`config.mk`:
```
export PLATFORM = sky130hd
export DESIGN_NAME = lfsr_gen
export DESIGN_NICKNAME = d
export VERILOG_FILES = /design/src/rtl/lfsr_pkg.sv /design/src/rtl/lfsr_next.sv /design/src/rtl/lfsr_gen.sv
export SDC_FILE = /design/constraint.sdc
export NUM_CORES = 1
export LEC_CHECK = 0
export CELL_PAD_IN_SITES_DETAIL_PLACEMENT = 1
export CELL_PAD_IN_SITES_GLOBAL_PLACEMENT = 1
export CORE_UTILIZATION = 36
export CTS_CLUSTER_SIZE = 10
export DETAILED_ROUTE_END_ITERATION = 12
export MAX_ROUTING_LAYER = met4
export PLACE_DENSITY = 0.74
export SYNTH_ARGS = -nofsm -noshare
export SYNTH_HDL_FRONTEND = slang
export SYNTH_SLANG_ARGS = --single-unit
```
`constraint.sdc`:
```
create_clock -name clk -period 6.2 [get_ports clk]
set_input_delay 0.62 -clock clk [delete_from_list [all_inputs] [get_ports clk]]
set_output_delay 0.62 -clock clk [all_outputs]
set_load 0.02 [all_outputs]
```
`src/rtl/lfsr_pkg.sv`:
```
// lfsr_pkg: structure selectors, maximal tap masks and the default seed shared by the LFSR generator
package lfsr_pkg;
  localparam int MODE_FIB = 0;
  localparam int MODE_GAL = 1;
  localparam logic [3:0] TAPS_4 = 4'hC;
  localparam logic [7:0] TAPS_8 = 8'hB8;
  localparam logic [15:0] TAPS_16 = 16'hB400;
  localparam logic [31:0] TAPS_32 = 32'h80200003;
  localparam int DEF_SEED = 1;
endpackage

```
`src/rtl/lfsr_next.sv`:
```
// lfsr_next: combinational LFSR step, state_i -> next_o (Fibonacci shifts left with XOR feedback into bit 0, Galois shifts right XORing TAPS when bit 0 is set)
module lfsr_next import lfsr_pkg::*; #(
  parameter int WIDTH = 8,
  parameter logic [WIDTH-1:0] TAPS = WIDTH'(TAPS_8),
  parameter int MODE = MODE_FIB
) (
  input  logic [WIDTH-1:0] state_i,
  output logic [WIDTH-1:0] next_o
);
  always_comb next_o = (MODE == MODE_GAL) ? ((state_i >> 1) ^ (state_i[0] ? TAPS : '0))
                                          : {state_i[WIDTH-2:0], ^(state_i & TAPS)};
endmodule

```
`src/rtl/lfsr_gen.sv`:
```
// lfsr_gen: LFSR word source with seed load, zero-seed lockup guard, valid/ready output and period measurement; ports clk, rst, en, load, seed_in, rnd_ready in; rnd_valid, rnd_out, wrap, lockup, period_out, period_vld out
module lfsr_gen import lfsr_pkg::*; #(
  parameter int WIDTH = 8,
  parameter logic [WIDTH-1:0] TAPS = WIDTH'(TAPS_8),
  parameter int MODE = MODE_FIB,
  parameter logic [WIDTH-1:0] SEED = WIDTH'(DEF_SEED)
) (
  input  logic             clk,
  input  logic             rst,
  input  logic             en,
  input  logic             load,
  input  logic [WIDTH-1:0] seed_in,
  input  logic             rnd_ready,
  output logic             rnd_valid,
  output logic [WIDTH-1:0] rnd_out,
  output logic             wrap,
  output logic             lockup,
  output logic [WIDTH-1:0] period_out,
  output logic             period_vld
);
  if (WIDTH < 3 || WIDTH > 32) begin : g_bad_width
    $error("lfsr_gen: WIDTH must be within 3..32");
  end
  if (!TAPS[WIDTH-1]) begin : g_bad_taps
    $error("lfsr_gen: TAPS must have bit WIDTH-1 set");
  end
  logic [WIDTH-1:0] state_q, state_d, start_q, start_d, step_q, step_d, period_q, period_d, nxt, seed_eff;
  logic valid_q, valid_d, wrap_q, wrap_d, lockup_q, lockup_d, pvld_q, pvld_d;
  logic accept, hit, zero_seed;
  lfsr_next #(.WIDTH(WIDTH), .TAPS(TAPS), .MODE(MODE)) u_next (
    .state_i(state_q),
    .next_o (nxt)
  );
  assign accept = en & valid_q & rnd_ready;
  assign hit = accept & (nxt == start_q);
  assign zero_seed = seed_in == '0;
  assign seed_eff = zero_seed ? SEED : seed_in;
  // load pre-empts any accept in the same cycle, so every term tests load first
  always_comb begin
    state_d = load ? seed_eff : accept ? nxt : state_q;
    start_d = load ? seed_eff : start_q;
    step_d = (load | hit) ? '0 : accept ? step_q + 1'b1 : step_q;
    period_d = (!load && hit) ? step_q + 1'b1 : period_q;
    pvld_d = load ? 1'b0 : hit ? 1'b1 : pvld_q;
    valid_d = !load && en;
    wrap_d = !load && hit;
    lockup_d = load && zero_seed;
  end
  always_ff @(posedge clk) begin
    if (rst) begin
      state_q <= SEED;
      start_q <= SEED;
      step_q <= '0;
      period_q <= '0;
      pvld_q <= 1'b0;
      valid_q <= 1'b0;
      wrap_q <= 1'b0;
      lockup_q <= 1'b0;
    end else begin
      state_q <= state_d;
      start_q <= start_d;
      step_q <= step_d;
      period_q <= period_d;
      pvld_q <= pvld_d;
      valid_q <= valid_d;
      wrap_q <= wrap_d;
      lockup_q <= lockup_d;
    end
  end
  assign rnd_out = state_q;
  assign rnd_valid = valid_q;
  assign wrap = wrap_q;
  assign lockup = lockup_q;
  assign period_out = period_q;
  assign period_vld = pvld_q;
endmodule

```
==> metrics.cfg, run 1 <==
[run_status]
status = finished with violations
violations = design-rule violations

[sta]
timing.hold.ws_ns = 0.4609
hold_violations = 0
setup_viol = 0
finalMaxSlewViolations = 0
relSlewSlack_pct = 32.85
fmax_ghz = 0.3974
rsz0062_at_grt = no
fin_crit_ns = 2.516
setup_tns_ns = 0
fin_skew_ns = 0.005643
worst_slew_pin_slew_ns = 0.9988
setup_slack_ns = 3.684
period_share_pct = 40.59

[clock_network]
htreeDepth = 2
postCtsHoldBufs = 0
numCtsBuffers = 5
clk_path_buf_depth = 2
cts-resized-gates = 0
post_cts_buffers = 0
cts.sinks = 36
cts.clk_slew.worst_paths_ns = 0.08
clkLatencyLatePin_ns = 0.29
cts_tree = built
root_buffer = clkbuf_8

[route]
via_per_inst = 5.119
ant_nets = 0
wl_um = 3826
routedWlPerCell_um = 14.22
first_pass_iters = 10
vias = 1377
drtIter0Drc = 49
drc = 2

[power]
total_power_uw = 475.3
p_clk_share_pct = 36.9
p_seq_share_pct = 51.3
power_switching_uw = 120.1
p_comb_share_pct = 11.8
p_sw_share_pct = 25.27
p_leak_uw = 0.0008230
max-vdd-ir-drop_v = 0.0001207
power_density_nw_per_um2 = 220.6
p_int_uw = 355.2

[hold_path]
hold_depth = 2
hold_class = reg -> reg
hp-start = period_vld$_SDFFE_PP0P_
hold_end = period_vld$_SDFFE_PP0P_

[yosys]
seq_area_frac_synth_pct = 42.04
synth-seq-cells = 36
synth_cell_types = 34
avgSynthCellArea_sq_um = 9.266
netlist_instances = 185
yosys_warnings = 0
synth_nets = 199
synth_area_sq_um = 1714

[worst_setup_path]
start_kind = input port
crit_required_ns = 6.38
slowest_delay_ns = 0.88
reg2reg_to = step_q[0]$_SDFFE_PP0P_
cp-end-kind = flop
regToRegStartpoint = rnd_out[5]$_SDFFE_PP0P_
rr_worst_depth = 4
crit_path_cell_trace = clkdlybuf4s50_1 -> or4_4 -> mux2_4
crit_type = in -> reg
cp_slowest_cell = clkdlybuf4s50_1
arrival_ns = 2.69
crit_fanout = 29
r2r_slack_ns = 4.07
cp-startpoint = load

[global_routing]
grt_use_total_pct = 17.45
grt_antenna_before_repair = 0
grt_pass1_vias = 1436
grt_pass1_wl_um = 6610
grt-ovfl-total = 0
grt_max_degree = 36

[placed_design]
portBuffers = 32
place_worst_setup_slack_ns = 3.351
dp.cells = 261
routabilityCongestion = 0.7424
post-dp-hpwl_um = 2762

[die]
die_w_um = 71.01
die_area_sq_um = 5042
coreArea_sq_um = 4474
rows = 24
start_util_pct = 38.31
fp.dieH_um = 71.01
ios = 33

[finish]
drive_gt1_share_pct = 9.217
final_cells = 269
fillerInstances = 522
antenna_cells = 0
area_delta_synth_final_pct = 25.69
nNetsFinal = 230

[flow_run]
maxCapViolations = 0

critical path: cells and delay by family:
family	cells	cell delay (ns)
AND/OR/NAND/NOR	1	0.85
buffers and inverters	1	0.88
multiplexers	1	0.34
layout make-up:
cell class | instances | area, sq um | share of cell area (%)
clock inverters | 2 | 10.01 | 0.4646
flip-flops and latches | 36 | 720.7 | 33.45
multi-input cells | 138 | 940.9 | 43.67
repair buffers | 33 | 327.8 | 15.21
inverters | 2 | 7.507 | 0.3484
clock buffers | 6 | 82.58 | 3.833
well taps | 52 | 65.06 | 3.020
routing by layer:
metal,routed length [um],global-route usage (%)
met5,0,-
met4,45,6.000
met3,138,4.274
met2,1979,30.66
met1,1662,19.27
worst max path at each step:
stage	end	slack, ns	cells after the start
after floorplan	period_out[0]$_SDFFE_PP0P_	4.09	5
after global placement	period_out[2]$_SDFFE_PP0P_	3.43	3
after detailed placement	period_out[4]$_SDFFE_PP0P_	3.35	3
final	period_out[4]$_SDFFE_PP0P_	3.68	3
after CTS	period_out[4]$_SDFFE_PP0P_	3.67	3
after global routing	step_q[5]$_SDFFE_PP0P_	3.47	5
registers in the layout, indices dropped and copies added, names as in the netlist:
| signal | count |
|---|---|
| rnd_valid | 1 |
| wrap | 1 |
| start_q | 8 |
| rnd_out | 8 |
| lockup | 1 |
| period_vld | 1 |
| period_out | 8 |
| step_q | 8 |
kinds of logic (layout without fill, tap and decap cells):
group,count (synthesis),after routing,share of synthesized area [%]
xor gates and xnor gates,21,21,12.04
muxes,15,15,10.80
adders and majority gates,1,1,0.7298
and+or+nand+nor,73,73,21.39
AOI/OAI and AO/OA,28,28,9.926
buffers and inverters,11,43,3.066
DFF,36,36,42.04
cell usage after synthesis:
cell / number / share of area [%]
inv_1: 2 / 0.44
xnor2_1: 16 / 8.2
mux2i_1: 8 / 4.7
a21o_1: 2 / 0.88
o31ai_1: 2 / 0.88
o21ai_0: 3 / 0.88
nand4_1: 2 / 0.73
xnor3_2: 1 / 1.4
and4_1: 1 / 0.51
or4_2: 1 / 0.51
nor3_1: 4 / 1.2
buf_6: 1 / 0.66
nand2b_1: 9 / 3.3
xnor2_2: 1 / 0.95
mux2_4: 7 / 6.1
a21oi_1: 13 / 3.8
nor2b_1: 7 / 2.6
or4_4: 1 / 0.66
and2_1: 1 / 0.37
nand3_1: 3 / 0.88
and3_1: 1 / 0.37
dfxtp_1: 36 / 42
nand2_1: 15 / 3.3
o21a_1: 7 / 3.1
or4_1: 1 / 0.44
buf_1: 2 / 0.44
nor4_1: 3 / 1.1
ha_1: 1 / 0.73
nor2_1: 22 / 4.8
clkbuf_1: 3 / 0.66
xor2_1: 3 / 1.5
buf_2: 3 / 0.88
a21boi_0: 1 / 0.44
or3_1: 2 / 0.73
power groups by stage:
stage                     clock network, uW  registers, uW  logic [uW]
after floorplan                           0            252        30.5
after global placement                    0            249        55.2
after detailed placement                  0            249        56.4
after CTS                               180            244        56.8
after global routing                    188            245        61.2
final                                   175            244        56.0
layout by cell type, fill, tap and decap left out, drive strengths merged, types with 6 or more instances in the layout:
| cell type | Yosys | layout |
|---|---|---|
| nor2 | 22 | 22 |
| o21a | 7 | 7 |
| nor2b | 7 | 7 |
| nand2 | 15 | 15 |
| xnor2 | 17 | 17 |
| clkdlybuf4s50 | 0 | 32 |
| mux2 | 7 | 7 |
| dfxtp | 36 | 36 |
| a21oi | 13 | 13 |
| nand2b | 9 | 9 |
| mux2i | 8 | 8 |
| clkbuf | 3 | 6 |
metrics by stage:
stage	utilization, %	cell area, sq um
after global placement	46.09	2062
after global routing	48.15	2155
after detailed placement	46.09	2062
after CTS	48.15	2155
final	48.15	2155
after floorplan	-	1714
(Power assumes the default switching activity.)
==> run 2, diff against run 1 <==
- CORE_UTILIZATION: 36 -> 35
- PLACE_DENSITY: 0.74 -> 0.75
- clock period: 6.2 -> 2.1 ns (I/O delays scaled with it)
==> run 2 against run 1 <==
The flow now finishes without violations. Critical endpoint is now period_out[6]$_SDFFE_PP0P_. Clock skew decreased by 0.0025 ns. Via count increased by 1.2%. Critical path type is now reg -> reg. Clock power rose to 3.4 times the previous value. Largest cell class unchanged.
==> metrics.cfg, run 2 (synthesized netlist as in run 1, its figures left out) <==
[hold_path]
hold_depth = 2  ; unchanged
hold_class = reg -> reg  ; unchanged

[sta]
rsz0062_at_grt = no  ; unchanged
fmax_ghz = 0.4968
setup_tns_ns = 0  ; unchanged
fin_skew_ns = 0.003094  ; was 0.005643 ns
hold_violations = 0  ; unchanged
relSlewSlack_pct = 66.55  ; was 32.85%
finalMaxSlewViolations = 0  ; unchanged
worst_slew_pin_slew_ns = 0.4971  ; was 0.9988 ns
period_share_pct = 95.85
fin_crit_ns = 2.013
setup_viol = 0  ; unchanged

[clock_network]
clkLatencyLatePin_ns = 0.28  ; was 0.29 ns
cts_tree = built  ; unchanged
post_cts_buffers = 0  ; unchanged
numCtsBuffers = 5  ; unchanged
clk_path_buf_depth = 2  ; unchanged
root_buffer = clkbuf_8  ; unchanged
cts.clk_slew.worst_paths_ns = 0.07  ; was 0.08 ns
cts.sinks = 36  ; unchanged
postCtsHoldBufs = 0  ; unchanged
htreeDepth = 2  ; unchanged
cts-resized-gates = 0  ; unchanged

[power]
power_switching_uw = 354.0  ; was 120.1 uW
p_clk_share_pct = 40.1  ; was 36.9%
max-vdd-ir-drop_v = 0.0003301  ; was 0.0001207 V
p_sw_share_pct = 23.60  ; was 25.27%
p_int_uw = 1146  ; was 355.2 uW
p_comb_share_pct = 12.1  ; was 11.8%
p_seq_share_pct = 47.8  ; was 51.3%
power_density_nw_per_um2 = 665.8  ; was 220.6 nW/um^2
total_power_uw = 1500  ; was 475.3 uW
p_leak_uw = 0.0008660  ; was 0.0008230 uW

[die]
start_util_pct = 36.29  ; was 38.31%
coreArea_sq_um = 4723  ; was 4474 sq um
die_area_sq_um = 5181  ; was 5042 sq um
rows = 25  ; was 24
ios = 33  ; unchanged
fp.dieH_um = 71.98  ; was 71.01 um
die_w_um = 71.98  ; was 71.01 um

[worst_setup_path]
crit_path_cell_trace = xnor2_2 -> xnor3_2 -> or4_4 -> mux2_4  ; was clkdlybuf4s50_1 -> or4_4 -> mux2_4
cp_slowest_cell = or4_4  ; was clkdlybuf4s50_1
arrival_ns = 2.19  ; was 2.69 ns
cp-end-kind = flop  ; unchanged
slowest_delay_ns = 0.61  ; was 0.88 ns
start_kind = flop  ; was input port
path_delay_family = XOR/XNOR gates  ; was buffers and inverters
crit_fanout = 8  ; was 29
crit_required_ns = 2.28  ; was 6.38 ns
crit_cells = 4  ; was 3
crit_type = reg -> reg  ; was in -> reg
critPathBufInv = 0  ; was 1
rr_worst_depth = 4  ; unchanged

[finish]
fillerInstances = 542  ; was 522
final_core_util_pct = 47.71  ; was 48.15%
nNetsFinal = 238  ; was 230
antenna_cells = 0  ; unchanged
layout_commonest_cell = dfxtp_1  ; unchanged
final_cells = 292  ; was 269
area_delta_synth_final_pct = 31.46  ; was 25.69%
layout_common_cells = 35 x dfxtp_1, 32 x clkdlybuf4s50_1, 22 x nor2_1  ; was 36 x dfxtp_1, 32 x clkdlybuf4s50_1, 22 x nor2_1
drive_gt1_share_pct = 12.89  ; was 9.217%

[run_status]
status = finished clean  ; was finished with violations

[global_routing]
grt-ovfl-total = 0  ; unchanged
grt_use_total_pct = 17.47  ; was 17.45%
grt_antenna_before_repair = 0  ; unchanged
grt_pass1_wl_um = 6651  ; was 6610 um
grt_pass1_vias = 1384  ; was 1,436
grt_max_degree = 29  ; was 36

[placed_design]
dp.cells = 284  ; was 261
portBuffers = 32  ; unchanged
routabilityCongestion = 0.7601  ; was 0.7424
post-dp-hpwl_um = 2886  ; was 2762 um

[route]
routedWlPerCell_um = 13.39  ; was 14.22 um
first_pass_iters = 4  ; was 10
wl_um = 3910  ; was 3826 um
via_per_inst = 4.771  ; was 5.119
drc = 0  ; was 2
drtIter0Drc = 63  ; was 49
vias = 1393  ; was 1,377
ant_nets = 0  ; unchanged

[flow_run]
maxCapViolations = 0  ; unchanged

[run 2: layout make-up]
| class | count | area, sq um | share of cell area [%] |
|---|---|---|---|
| flip-flops and latches | 36 | 721.9 | 32.04 |
| clock inverters | 3 | 42.54 | 1.888 |
| well taps | 67 | 83.83 | 3.720 |
| repair buffers | 41 | 387.9 | 17.21 |
| clock buffers | 5 | 68.82 | 3.054 |
| inverters | 2 | 7.507 | 0.3331 |
| multi-input cells | 138 | 940.9 | 41.75 |
[run 2: final timing paths]
| kind | from | slack, ns | end |
|---|---|---|---|
| worst min-delay path | period_vld$_SDFFE_PP0P_ | 0.47 | period_vld$_SDFFE_PP0P_ |
| worst min register to register | period_vld$_SDFFE_PP0P_ | 0.47 | period_vld$_SDFFE_PP0P_ |
| worst max-delay path | rnd_out[4]$_SDFFE_PP0P_ | 0.09 | period_out[6]$_SDFFE_PP0P_ |
| worst max register to register | rnd_out[4]$_SDFFE_PP0P_ | 0.09 | period_out[6]$_SDFFE_PP0P_ |
[run 2: tightest hold or removal path, stage by stage, from the launching register on]
cell      delay [ns]
dfxtp_1         0.31
inv_1           0.04
a21boi_0        0.07
[run 2: metal layers]
metal  part of all wire (%)  global-route usage (%)  vias up
li1                       -                       -      701
met1                     47                   21.08      659
met2                     48                   28.30       28
met3                    3.6                   4.722        5
met4                    1.4                   5.882        0
met5                      0                       -        -
[run 2: power by group through the flow]
stage,Sequential (uW),Clock (uW),Combinational (uW)
2_1_floorplan,745,0,90.1
3_3_place_gp,733,0,180
3_5_place_dp,734,0,183
4_1_cts,718,620,184
5_1_grt,720,656,197
6_report,718,601,182
[run 2: through the flow]
stage	cell area (sq um)	hold WS (ns)	setup slack (ns)
floorplan	1715	0.3317	0.0009377
global placement	2142	0.4461	0.1094
detailed placement	2142	0.4688	0.04539
CTS	2253	0.4804	0.07974
global route	2253	0.5044	0.03827
finish	2253	0.4739	0.08708
==> run 3, diff against run 2 <==
- PLACE_DENSITY: 0.75 -> unset
- PLACE_DENSITY_LB_ADDON: unset -> 0.08
- clock period: 2.1 -> 1.6 ns (I/O delays scaled with it)
==> run 3 against run 2 <==
The flow now finishes with violations (negative setup slack). Setup slack worse by 0.39 ns. Sequential share of layout area is 2.6 points lower. Flip-flop and latch count is the same. Wire length up 15%. Count of clock-buffer cells in the layout is 2 higher. Die area did not move. Via count increased by 7.1%. Critical path type unchanged.
==> metrics.cfg, run 3 (synthesized netlist as in run 1, its figures left out) <==
[run_status]
status = finished with violations  ; was finished clean
violations = negative setup slack

[placed_design]
portBuffers = 32  ; unchanged
routabilityCongestion = 0.8500  ; was 0.7601
post-dp-hpwl_um = 3437  ; was 2886 um
placed_area_sq_um = 2359  ; was 2142 sq um

[flow_run]
maxCapViolations = 0  ; unchanged

[worst_setup_path]
crit_fanout = 8  ; unchanged
cp-end-kind = flop  ; unchanged
slowest_delay_ns = 0.53  ; was 0.61 ns
crit_required_ns = 1.77  ; was 2.28 ns
crit_path_cell_trace = xnor2_4 -> xnor3_2 -> or4_4 -> mux2_4  ; was xnor2_2 -> xnor3_2 -> or4_4 -> mux2_4
arrival_ns = 2.08  ; was 2.19 ns
start_kind = flop  ; unchanged
cp_slowest_cell = or4_4  ; unchanged
crit_type = reg -> reg  ; unchanged

[die]
rows = 25  ; unchanged
fp.dieH_um = 71.98  ; unchanged
die_w_um = 71.98  ; unchanged
ios = 33  ; unchanged
start_util_pct = 36.29  ; unchanged
coreArea_sq_um = 4723  ; unchanged
die_area_sq_um = 5181  ; unchanged

[route]
via_per_inst = 4.722  ; was 4.771
routedWlPerCell_um = 14.20  ; was 13.39 um
drtIter0Drc = 36  ; was 63
drc = 0  ; unchanged
vias = 1492  ; was 1,393
ant_nets = 0  ; unchanged
wl_um = 4487  ; was 3910 um
first_pass_iters = 4  ; unchanged

[clock_network]
clk_path_buf_depth = 2  ; unchanged
clkLatencyLatePin_ns = 0.29  ; was 0.28 ns
htreeDepth = 2  ; unchanged
cts.clk_slew.worst_paths_ns = 0.08  ; was 0.07 ns
cts_tree = built  ; unchanged
cts.sinks = 36  ; unchanged
numCtsBuffers = 5  ; unchanged
root_buffer = clkbuf_8  ; unchanged

[finish]
nNetsFinal = 262  ; was 238
stdcell_area_sq_um = 2499  ; was 2253 sq um
area_delta_synth_final_pct = 45.77  ; was 31.46%
layout_commonest_cell = dfxtp_1  ; unchanged
drive_gt1_share_pct = 23.69  ; was 12.89%
fillerInstances = 546  ; was 542
antenna_cells = 0  ; unchanged
final_core_util_pct = 52.90  ; was 47.71%
layout_common_cells = 32 x dfxtp_1, 31 x buf_4, 30 x clkdlybuf4s50_1  ; was 35 x dfxtp_1, 32 x clkdlybuf4s50_1, 22 x nor2_1

[global_routing]
grt_antenna_before_repair = 0  ; unchanged
grt_max_degree = 29  ; unchanged
grt_use_total_pct = 19.19  ; was 17.47%
grt-ovfl-total = 0  ; unchanged
use_met1_pct = 20.87  ; was 21.08%
grt_pass1_vias = 1621  ; was 1,384
grt_pass1_wl_um = 7362  ; was 6651 um
busiest_layer = met2  ; unchanged
gr-usage-met2_pct = 35.22  ; was 28.30%
grt_use_met3_pct = 3.750  ; was 4.722%

[sta]
rsz0062_at_grt = yes  ; was no
fin_skew_ns = 0.007626  ; was 0.003094 ns
worst_slew_pin_slew_ns = 0.3216  ; was 0.4971 ns
setup_viol = 18  ; was 0
hold_violations = 0  ; unchanged
setup_tns_ns = -3.152  ; was 0 ns
finalMaxSlewViolations = 0  ; unchanged
fmax_ghz = 0.5249  ; was 0.4968 GHz
relSlewSlack_pct = 78.36  ; was 66.55%
period_share_pct = 119.1  ; was 95.85%
fin_crit_ns = 1.905  ; was 2.013 ns
setup_slack_ns = -0.3051  ; was 0.08708 ns

[hold_path]
hold_class = reg -> reg  ; unchanged

[power]
max-vdd-ir-drop_v = 0.0003946  ; was 0.0003301 V
power_density_nw_per_um2 = 757.6  ; was 665.8 nW/um^2
p_leak_uw = 0.001021  ; was 0.0008660 uW

==> run 3: cell count changes in the layout (fill, tap and decap cells not counted), moves of 2 or more <==
| cell | before | now |
|---|---|---|
| buf_4 | 9 | 31 |
| buf_6 | 0 | 2 |
| clkbuf_1 | 0 | 2 |
| clkdlybuf4s50_1 | 32 | 30 |
| dfxtp_1 | 35 | 32 |
| dfxtp_4 | 0 | 4 |
| dlymetal6s2s_1 | 0 | 2 |
| xnor2_1 | 16 | 13 |
| xnor2_4 | 0 | 2 |
==> run 3: report_power, final <==
part | leakage (uW) | switching, uW | internal (uW) | total [uW]
Combinational | 0.000685 | 141 | 181 | 322
Sequential | 0.000296 | 24.1 | 918 | 942
Clock | 0.0000399 | 326 | 304 | 629
Total | 0.00102 | 490 | 1400 | 1890
==> run 3: metal layers <==
layer | vias to the layer above | share of wire (%)
li1 | 751 | -
met1 | 708 | 42
met2 | 27 | 53
met3 | 6 | 3.0
met4 | 0 | 1.1
met5 | - | 0
==> run 3: critical path: cells and delay by family, from the launching register on <==
family        cells  cell delay [ns]
flops             1             0.37
mux               1             0.33
xor+xnor          2             0.54
simple gates      1             0.53
==> run 3: repair_timing <==
action / 4_1_cts / 5_1_grt
pin swaps: 4 / 3
resized for setup: 6 / 5
setup endpoints to repair: 18 / 20
cloned: 0 / 0
setup buffers: 0 / 1
hold buffers: 0 / 0
==> run 3: final timing paths <==
check	start	end	slack, ns	cells after the start
min reg2reg	period_out[1]$_SDFFE_PP0P_	period_out[1]$_SDFFE_PP0P_	0.48	2
max reg2reg	rnd_out[5]$_SDFFE_PP0P_	period_out[4]$_SDFFE_PP0P_	-0.31	4
min	period_out[1]$_SDFFE_PP0P_	period_out[1]$_SDFFE_PP0P_	0.48	2
max	rnd_out[5]$_SDFFE_PP0P_	period_out[4]$_SDFFE_PP0P_	-0.31	4
==> run 3: through the flow <==
stage	worst slack [ns]	power, uW	hold WS, ns	cells
final	-0.3051	1893	0.4810	316
after global routing	-0.3717	1975	0.5036	316
after CTS	-0.3293	1894	0.4669	315
after detailed placement	-0.4086	1254	0.4652	307
after global placement	-0.3321	1246	0.4422	307
after floorplan	-0.3536	1105	0.2817	185
==> run 3: area by class of cell <==
| class | count | area [sq um] | share of cell area [%] |
|---|---|---|---|
| clock buffer | 7 | 76.32 | 3.055 |
| timing repair buffer | 65 | 580.6 | 23.23 |
| multi-input combinational | 138 | 1011 | 40.46 |
| inverter | 2 | 7.507 | 0.3005 |
| tap | 67 | 83.83 | 3.355 |
| clock inverter | 1 | 3.754 | 0.1502 |
| sequential | 36 | 735.7 | 29.44 |
